**src/rtl/snake_pkg.sv**
```systemverilog
// Definitions shared by snake_dir_input and snake_controller: directions, game
// states, board entities and the reversal check.
package snake_pkg;

    localparam int unsigned DIR_W   = 2;
    localparam int unsigned STATE_W = 2;
    localparam int unsigned ENTITY_W = 2;

    typedef logic [DIR_W-1:0] dir_t;

    localparam dir_t DIR_RIGHT = 2'd0;
    localparam dir_t DIR_DOWN  = 2'd1;
    localparam dir_t DIR_LEFT  = 2'd2;
    localparam dir_t DIR_UP    = 2'd3;

    localparam logic [STATE_W-1:0] GAME_STATE_START = 2'd0;
    localparam logic [STATE_W-1:0] GAME_STATE_PLAY  = 2'd1;
    localparam logic [STATE_W-1:0] GAME_STATE_DEAD  = 2'd2;
    localparam logic [STATE_W-1:0] GAME_STATE_WIN   = 2'd3;

    localparam logic [ENTITY_W-1:0] ENTITY_EMPTY = 2'd0;
    localparam logic [ENTITY_W-1:0] ENTITY_SNAKE = 2'd1;
    localparam logic [ENTITY_W-1:0] ENTITY_FOOD  = 2'd2;
    localparam logic [ENTITY_W-1:0] ENTITY_WALL  = 2'd3;

    // Opposite directions differ only in bit 1, so a reversal is cur ^ 2'b10.
    function automatic logic dir_legal(input dir_t req, input dir_t cur);
        return (req != cur) && (req != (cur ^ 2'b10));
    endfunction

endpackage

```
**src/rtl/btn_debounce.sv**
```systemverilog
// Two-flop synchroniser plus saturating stability counter for one raw button.
module btn_debounce #(
    parameter int unsigned DEBOUNCE_CYCLES = 252000,
    parameter int unsigned CNT_W           = $clog2(DEBOUNCE_CYCLES + 1)
) (
    input  logic clk_25_2,
    input  logic rst,
    input  logic din,
    output logic dout
);

    localparam logic [CNT_W-1:0] CNT_LAST = CNT_W'(DEBOUNCE_CYCLES - 1);

    logic             sync1_q;
    logic             sync2_q;
    logic             db_q;
    logic             db_d;
    logic [CNT_W-1:0] cnt_q;
    logic [CNT_W-1:0] cnt_d;

    // The >= compare also keeps the counter from ever wrapping.
    always_comb begin
        db_d  = db_q;
        cnt_d = cnt_q;
        if (sync2_q == db_q) begin
            cnt_d = '0;
        end else if (cnt_q >= CNT_LAST) begin
            db_d  = ~db_q;
            cnt_d = '0;
        end else begin
            cnt_d = cnt_q + CNT_W'(1);
        end
    end

    always_ff @(posedge clk_25_2) begin
        if (rst) begin
            sync1_q <= 1'b0;
            sync2_q <= 1'b0;
            db_q    <= 1'b0;
            cnt_q   <= '0;
        end else begin
            sync1_q <= din;
            sync2_q <= sync1_q;
            db_q    <= db_d;
            cnt_q   <= cnt_d;
        end
    end

    assign dout = db_q;

endmodule

```
**src/rtl/snake_dir_input.sv**
```systemverilog
// Direction-input stage: debounced buttons become a pending direction that is
// committed to mov_dir on each rising edge of the 1 Hz movement clock.
module snake_dir_input
    import snake_pkg::*;
#(
    parameter int unsigned DEBOUNCE_CYCLES = 252000,
    parameter int unsigned CNT_W           = $clog2(DEBOUNCE_CYCLES + 1)
) (
    input  logic               clk_25_2,
    input  logic               rst,
    input  logic [3:0]         btn,
    input  logic               clk_1,
    input  logic [STATE_W-1:0] game_state,
    output logic [DIR_W-1:0]   mov_dir,
    output logic               dir_pending,
    output logic [3:0]         btn_db
);

    logic       clk1_s1_q;
    logic       clk1_s2_q;
    logic       clk1_s3_q;
    logic [3:0] btn_db_d_q;
    dir_t       mov_dir_q;
    dir_t       mov_dir_d;
    dir_t       pend_dir_q;
    dir_t       pend_dir_d;
    logic       dir_pending_q;
    logic       dir_pending_d;

    logic       move_edge_c;
    logic       dead_c;
    logic [3:0] press_c;
    logic       press_any_c;
    dir_t       req_c;

    for (genvar i = 0; i < 4; i++) begin : g_db
        btn_debounce #(
            .DEBOUNCE_CYCLES(DEBOUNCE_CYCLES),
            .CNT_W          (CNT_W)
        ) u_db (
            .clk_25_2(clk_25_2),
            .rst     (rst),
            .din     (btn[i]),
            .dout    (btn_db[i])
        );
    end

    assign move_edge_c = clk1_s2_q & ~clk1_s3_q;
    assign dead_c      = (game_state == GAME_STATE_DEAD);
    assign press_c     = btn_db & ~btn_db_d_q;

    // Lowest pressed index wins when several presses land together.
    always_comb begin
        req_c       = DIR_RIGHT;
        press_any_c = 1'b0;
        for (int i = 3; i >= 0; i--) begin
            if (press_c[i]) begin
                req_c       = dir_t'(DIR_W'(i));
                press_any_c = 1'b1;
            end
        end
    end

    // Commit first, then judge a same-cycle press against the new direction.
    always_comb begin
        mov_dir_d     = mov_dir_q;
        pend_dir_d    = pend_dir_q;
        dir_pending_d = dir_pending_q;
        if (dead_c) begin
            dir_pending_d = 1'b0;
        end else begin
            if (move_edge_c && dir_pending_q) begin
                mov_dir_d     = pend_dir_q;
                dir_pending_d = 1'b0;
            end
            if (press_any_c && dir_legal(req_c, mov_dir_d)) begin
                pend_dir_d    = req_c;
                dir_pending_d = 1'b1;
            end
        end
    end

    always_ff @(posedge clk_25_2) begin
        if (rst) begin
            clk1_s1_q     <= 1'b0;
            clk1_s2_q     <= 1'b0;
            clk1_s3_q     <= 1'b0;
            btn_db_d_q    <= '0;
            mov_dir_q     <= DIR_RIGHT;
            pend_dir_q    <= DIR_RIGHT;
            dir_pending_q <= 1'b0;
        end else begin
            clk1_s1_q     <= clk_1;
            clk1_s2_q     <= clk1_s1_q;
            clk1_s3_q     <= clk1_s2_q;
            btn_db_d_q    <= btn_db;
            mov_dir_q     <= mov_dir_d;
            pend_dir_q    <= pend_dir_d;
            dir_pending_q <= dir_pending_d;
        end
    end

    assign mov_dir     = mov_dir_q;
    assign dir_pending = dir_pending_q;

endmodule

```
**config.mk**
```make
export PLATFORM = sky130hd
export DESIGN_NAME = snake_dir_input
export DESIGN_NICKNAME = d
export VERILOG_FILES = /design/src/rtl/snake_pkg.sv /design/src/rtl/btn_debounce.sv /design/src/rtl/snake_dir_input.sv
export SDC_FILE = /design/constraint.sdc
export NUM_CORES = 1
export LEC_CHECK = 0
export CELL_PAD_IN_SITES_DETAIL_PLACEMENT = 2
export CELL_PAD_IN_SITES_GLOBAL_PLACEMENT = 2
export CORE_MARGIN = 2
export CORE_UTILIZATION = 40
export DETAILED_ROUTE_END_ITERATION = 7
export HOLD_SLACK_MARGIN = 0.08
export PLACE_DENSITY = 0.83
export SLEW_MARGIN = 15
export SYNTH_ARGS = -nofsm -noshare
export SYNTH_HDL_FRONTEND = slang
export SYNTH_SLANG_ARGS = --single-unit
```
**constraint.sdc**
```tcl
create_clock -name clk_25_2 -period 4.4 [get_ports clk_25_2]
set_clock_uncertainty 0.05 [all_clocks]
set_input_delay 0.44 -clock clk_25_2 [delete_from_list [all_inputs] [get_ports clk_25_2]]
set_output_delay 0.44 -clock clk_25_2 [all_outputs]
set_load 0.005 [all_outputs]
```
==> results of run 1 <==
[registers in the layout, indices dropped and copies added, names as in the netlist, named ones only]
register	count
g_db.u_db.sync2_q	4
g_db.u_db.cnt_q	72
mov_dir	1
btn_db_d_q	4
clk1_s2_q	1
g_db.u_db.sync1_q	4
dir_pending	1
clk1_s1_q	1
g_db.u_db.dout	4
pend_dir_q	2
clk1_s3_q	1
[cells by family after synthesis]
logic type / after synthesis / synth area share
adder cells (fa/ha/maj): 4 / 0.0124
flip-flops: 96 / 0.477
XOR/XNOR: 65 / 0.141
AO/OA/AOI/OAI: 30 / 0.0506
AND/OR/NAND/NOR: 229 / 0.278
buffers and inverters: 24 / 0.0310
multiplexers: 4 / 0.0102
[synthesized netlist by cell type (all sizes together), types with 9 or more instances]
library cell   n  area [sq um]
and3           9          56.3
nand4         18           113
nor2          95           359
xor2          38           333
inv           10          37.5
nor2b         20           125
xnor2         27           236
buf           10          72.6
nand2         28           105
nand3         24           120
dfxtp         96          1920
[worst paths after layout]
| path | start | end | cells past startpoint |
|---|---|---|---|
| setup / recovery | g_db[2].u_db.cnt_q[0] | g_db[2].u_db.cnt_q[14] | 6 |
| hold reg to reg | g_db[3].u_db.sync1_q | g_db[3].u_db.sync2_q | 1 |
| hold / removal | g_db[3].u_db.sync1_q | g_db[3].u_db.sync2_q | 1 |
| setup reg to reg | g_db[2].u_db.cnt_q[0] | g_db[2].u_db.cnt_q[14] | 6 |
[critical path: stages, from the launching register on]
cell	delay, ns
dfxtp_1	0.42
ha_1	0.27
and4_1	0.27
a211oi_1	0.10
nor4bb_1	0.55
or3_1	0.60
nor2_1	0.14
[layout make-up]
class | count | area (sq um)
Clock inverter | 2 | 13.8
Timing Repair Buffer | 16 | 158
Fill cell | 1110 | 5320
Clock buffer | 13 | 169
Inverter | 10 | 37.5
Multi-Input combinational cell | 332 | 1980
Tap cell | 133 | 166
Sequential cell | 96 | 1920
[power breakdown]
part / internal, mW / switching (mW)
clock: 0.250 / 0.307
combinational: 0.0134 / 0.0152
sequential: 0.875 / 0.00427
total: 1.14 / 0.327
[per-layer routing]
metal	track usage	share of wire	up-vias
met2	0.343	0.52	21
li1	-	-	1542
met4	0.0579	0.016	0
met5	0	0	-
met1	0.221	0.43	1547
met3	0.0570	0.025	12
==> summary.md, run 1 <==
| Metric | Value |
|---|---|
| Die height | 104 um |
| Finished Core Util | 0.455 |
| Lkg Pwr | 1.44 nW |
| Mapped Nets | 465 |
| Synth cell types | 47 |
| FF-to-FF setup slack | 1.87 ns |
| PwrDens | 329 nW/um^2 |
| CP Data Arrival Time | 2.72 ns |
| Crit-path max FO | 18 |
| H-tree depth | 3 |
| Fin area | 4450 sq um |
| Syn avg cell area | 8.92 sq um |
| Grt ovf | 0 |
| Resized Gates After CTS | 0 |
| Clock buffer depth | 2 |
| WS Path Type | register to register |
| Final setup margin | 1.87 ns |
| Initial antenna violation count | 0 |
| Startpoint Class | register |
| Number of global-route vias before repair | 3427 |
| Clock sinks | 96 |
| Max Cap Viol | 0 |
| Post-CTS Setup Bufs | 0 |
| IO Port Bufs | 15 |
| Largest net degree at the start of global routing | 22 |
| GRT Total Usage | 0.192 |
| First-pass GRT wire length | 16.9 mm |
| Placed cells | 587 |
| Async set-reset flop share out of synthesis | 0 |
| Area growth, synth to finish | 10.4% |
| Req. time, crit path | 4.59 ns |
| Die area | 10900 sq um |
| Gpl congestion | 0.790 |
| Most common cell after layout, fill and taps aside | dfxtp_1 |
| Period utilization | 0.576 |
| Max IR drop VDD | 187 uV |
| Number of remaining DRC errors | 0 |
| Post-synth top flop | dfxtp_1 |
| CTS tree | done |
| Core area | 9770 sq um |
| Final Max Slew Viols | 0 |
| Final Hold Fails | 0 |
| Antenna cell count | 0 |
| Final cell count without fillers | 602 |
| Post-Synthesis Cells | 452 |
| Finish-stage setup viols | 0 |
| Routed via count | 3122 |
| Outcome | finished, final reports clean |
| Synthesized cell area | 4030 sq um |
| Hold slack | 0.399 ns |
| Placed Instance Area | 4270 sq um |
| EDFF count, synth | 0 |
| Slew margin rel. | 0.328 |
| Routed WL | 9.54 mm |
| Crit end category | register |
| Post-placement setup slack | 1.82 ns |
| Setup TNS | 0 ns |
| Root Driver | clkbuf_8 |
| DR vias/cell | 5.19 |
| Io pins | 16 |
| CTS clk-pin slew, worst paths | 0.09 ns |
| Initial DRC Count | 52 |
| Avg WL per Cell | 15.8 um |
| Tmin final | 2.53 ns |
| Yosys warns | 0 |
| Worst-margin pin slew | 0.999 ns |
| Worst-Skew Late Latency | 0.37 ns |
| Nets | 478 |
| Initial core utilization | 0.412 |
| Most frequent cells in the layout | 96 x dfxtp_1, 94 x nor2_1, 38 x xor2_1 |
| Total CTS buffers | 9 |
| Fmax | 394 MHz |
| Detail Route Antenna Nets | 0 |
| Overall power | 1.46 mW |
| DRT Pass-1 Iters | 4 |
| Layout cells sized above 1 | 0.0490 |
| Post-synthesis sequential area ratio | 0.477 |
| Unrepaired setup endpoints after global routing | no |
| Die X | 104 um |
| Hold WC Path Type | register to register |
| Core Rows | 36 |
| Post-CTS Hold Buffers | 0 |
| Flops & latches, synth | 96 |
| DPL Wire Length | 6.87 mm |
(Power assumes the default switching activity.)
==> run 2: changes to the inputs <==
--- a/config.mk
+++ b/config.mk
@@ -8,10 +8,10 @@
 export CELL_PAD_IN_SITES_DETAIL_PLACEMENT = 2
 export CELL_PAD_IN_SITES_GLOBAL_PLACEMENT = 2
 export CORE_MARGIN = 2
-export CORE_UTILIZATION = 40
+export CORE_UTILIZATION = 34
 export DETAILED_ROUTE_END_ITERATION = 7
 export HOLD_SLACK_MARGIN = 0.08
-export PLACE_DENSITY = 0.83
+export PLACE_DENSITY = 0.76
 export SLEW_MARGIN = 15
 export SYNTH_ARGS = -nofsm -noshare
 export SYNTH_HDL_FRONTEND = slang
==> constraint.sdc (replaced) <==
create_clock -name clk_25_2 -period 2.2 [get_ports clk_25_2]
set_clock_uncertainty 0.05 [all_clocks]
set_input_delay 0.22 -clock clk_25_2 [delete_from_list [all_inputs] [get_ports clk_25_2]]
set_output_delay 0.22 -clock clk_25_2 [all_outputs]
set_load 0.005 [all_outputs]
==> run 2 against run 1 <==
- the run now ends with DRC left
- via count is 0.96% higher
- combinational power is 130% higher
- count of clock-buffer cells in the layout stayed put
- total power is 130% higher
- core utilization is 4.6 points lower
- highest routed layer unchanged
- final cell count is 4.5% higher
- critical endpoint is now g_db[0].u_db.cnt_q[2]
- sequential cell count stayed put
- critical path type unchanged
- maximum frequency is 23% higher
- critical path depth is 1 lower
==> summary.md, run 2 (same netlist as run 1, synthesis figures left out) <==
| Metric | Value |
|---|---|
| Power Internal | 2.72 mW (+140%) |
| Finish-stage setup viols | 0 (unchanged) |
| PwrDens | 726 nW/um^2 (+120%) |
| Clock share of power | 0.467 (+0.087) |
| Hold WC Path Type | input pin to register |
| CP max stage cell | or4_4 |
| Root Driver | clkbuf_16 |
| Crit end category | register |
| Sequential cell area | 1920 sq um (unchanged) |
| Slew margin rel. | 0.619 (+0.292) |
| Most common cell after layout, fill and taps aside | dfxtp_1 |
| Routed via count | 3152 (+0.96%) |
| Layout cells sized above 1 | 0.0844 (+0.0353) |
| Area of the multi-input gates | 2000 sq um (+0.57%) |
| Met2 WL post-DR | 4.68 mm (-6.3%) |
| DRT Pass-1 Iters | 6 (+2) |
| Met1 Routed Length | 4.32 mm (+4.2%) |
| Largest stage delay, worst path | 0.63 ns (+0.03 ns) |
| Buf/Inv on CP | 0 (unchanged) |
| CP Cell Sequence | or4_1 -> nor2_1 -> a211oi_1 -> or4_4 -> nor2_1 |
| Post-placement setup slack | 0.108 ns (-1.71 ns) |
| Violated checks | DRC |
| Period utilization | 0.938 (+0.362) |
| First-pass GRT wire length | 16.7 mm (-1.3%) |
| Critical path's most frequent cell | nor2_1 |
| Finished Core Util | 0.409 (-0.0462) |
| Startpoint Class | register |
| Initial DRC Count | 119 (+130%) |
| IO Port Bufs | 15 (unchanged) |
| Largest Register | g_db.u_db.cnt_q |
| Fmax | 484 MHz (+23%) |
| Largest net degree at the start of global routing | 19 (-14%) |
| Crit-path max FO | 18 (unchanged) |
| Met3 WL | 271 um (+13%) |
| Total CTS buffers | 9 (unchanged) |
| Final Hold Fails | 0 (unchanged) |
| Outcome | finished, violations left |
| Core area | 11500 sq um (+18%) |
| WS Path Type | register to register |
| CP Data Arrival Time | 2.29 ns (-0.43 ns) |
| Die height | 113 um (+8.1%) |
| Area growth, synth to finish | 16.9% |
| Worst-Skew Late Latency | 0.34 ns (-0.03 ns) |
| DPL Wire Length | 6.76 mm (-1.6%) |
| Setup TNS | 0 ns (unchanged) |
| CTS clk-pin slew, worst paths | 0.06 ns (-0.03 ns) |
| Core Rows | 39 (+8.3%) |
| Avg WL per Cell | 14.9 um (-5.7%) |
| Sequential share of power | 0.514 (-0.086) |
| Clock buffer depth | 2 (unchanged) |
| Die X | 113 um (+8.1%) |
| Fillers | 1289 (+16%) |
| Gpl congestion | 0.773 (-2.1%) |
| Tmin final | 2.06 ns (-0.471 ns) |
| Detail Route Antenna Nets | 0 (unchanged) |
| Initial antenna violation count | 0 (unchanged) |
| Lkg Pwr | 1.57 nW (+9.2%) |
| Max IR drop VDD | 297 uV (+58%) |
| Hold slack | 0.383 ns (-0.0161 ns) |
| Die area | 12700 sq um (+17%) |
| Max reg flops | 72 (unchanged) |
| Io pins | 16 (unchanged) |
| Delay-heaviest family, CP | simple AND/OR/NAND/NOR gates |
| Psw | 0.695 mW (+110%) |
| Sw Share | 0.203 (-0.0199) |
| Req. time, crit path | 2.43 ns (-2.16 ns) |
| CTS tree | done |
| Initial core utilization | 0.350 (-0.0624) |
| DR vias/cell | 5.01 (-3.4%) |
| Most frequent cells in the layout | 96 x dfxtp_1, 94 x nor2_1, 38 x xor2_1 |
| H-tree depth | 3 (unchanged) |
| FF-to-FF setup slack | 0.14 ns (-1.73 ns) |
| Final Max Slew Viols | 0 (unchanged) |
| Clock sinks | 96 (unchanged) |
| Number of remaining DRC errors | 1 (+1) |
| Grt ovf | 0 (unchanged) |
| Combinational Power Share | 0.019 (about the same) |
| Top Metal Used | met4 |
| Final setup margin | 0.136 ns (-1.73 ns) |
| Nets | 494 (+3.3%) |
| Max Cap Viol | 0 (unchanged) |
| Routed WL | 9.39 mm (-1.5%) |
| GRT Total Usage | 0.163 (-0.0292) |
| Number of global-route vias before repair | 3427 (unchanged) |
| Antenna cell count | 0 (unchanged) |
| Worst-margin pin slew | 0.570 ns (-0.430 ns) |
==> run 2: worst paths after layout <==
path | startpoint | end | cells past startpoint
worst max-delay path | g_db[0].u_db.cnt_q[7] | g_db[0].u_db.cnt_q[2] | 5
worst min-delay path | btn[3] | g_db[3].u_db.sync1_q | 2
worst min register to register | g_db[3].u_db.sync1_q | g_db[3].u_db.sync2_q | 1
worst max register to register | g_db[0].u_db.cnt_q[7] | g_db[0].u_db.cnt_q[2] | 5
==> run 2: layout make-up <==
cell class / instances / share of cell area
clock buffer: 13 / 0.0552
clock inverter: 3 / 0.00850
inverter: 10 / 0.00797
multi-input combinational: 332 / 0.424
sequential: 96 / 0.408
tap: 143 / 0.0380
timing repair buffer: 32 / 0.0589
==> run 2: what timing repair did <==
item                                    4_1_cts  5_1_grt
hold endpoints to repair                      0        0
buffers inserted                              0        0
endpoints found under the setup margin        0       17
resized for setup                             0        2
hold buffers                                  0        0
==> run 2: stage by stage <==
step | cell area, sq um | power, mW | cells
2_1_floorplan | 4030 | 1.83 | 452
3_3_place_gp | 4400 | 1.86 | 613
3_5_place_dp | 4400 | 1.86 | 613
4_1_cts | 4700 | 3.47 | 629
5_1_grt | 4710 | 3.55 | 629
6_report | 4710 | 3.42 | 629
==> run 2: routing by layer <==
metal	global-route usage	up-vias
met5	0	-
met4	0.0407	0
met3	0.0541	10
met2	0.284	21
met1	0.195	1546
li1	-	1575
==> run 2: power by group through the flow <==
stage,Combinational (mW),Sequential (mW),Clock (mW)
2_1_floorplan,0.0355,1.80,0
3_3_place_gp,0.0644,1.80,0
3_5_place_dp,0.0673,1.80,0
4_1_cts,0.0678,1.76,1.65
5_1_grt,0.0743,1.76,1.72
6_report,0.0654,1.76,1.60
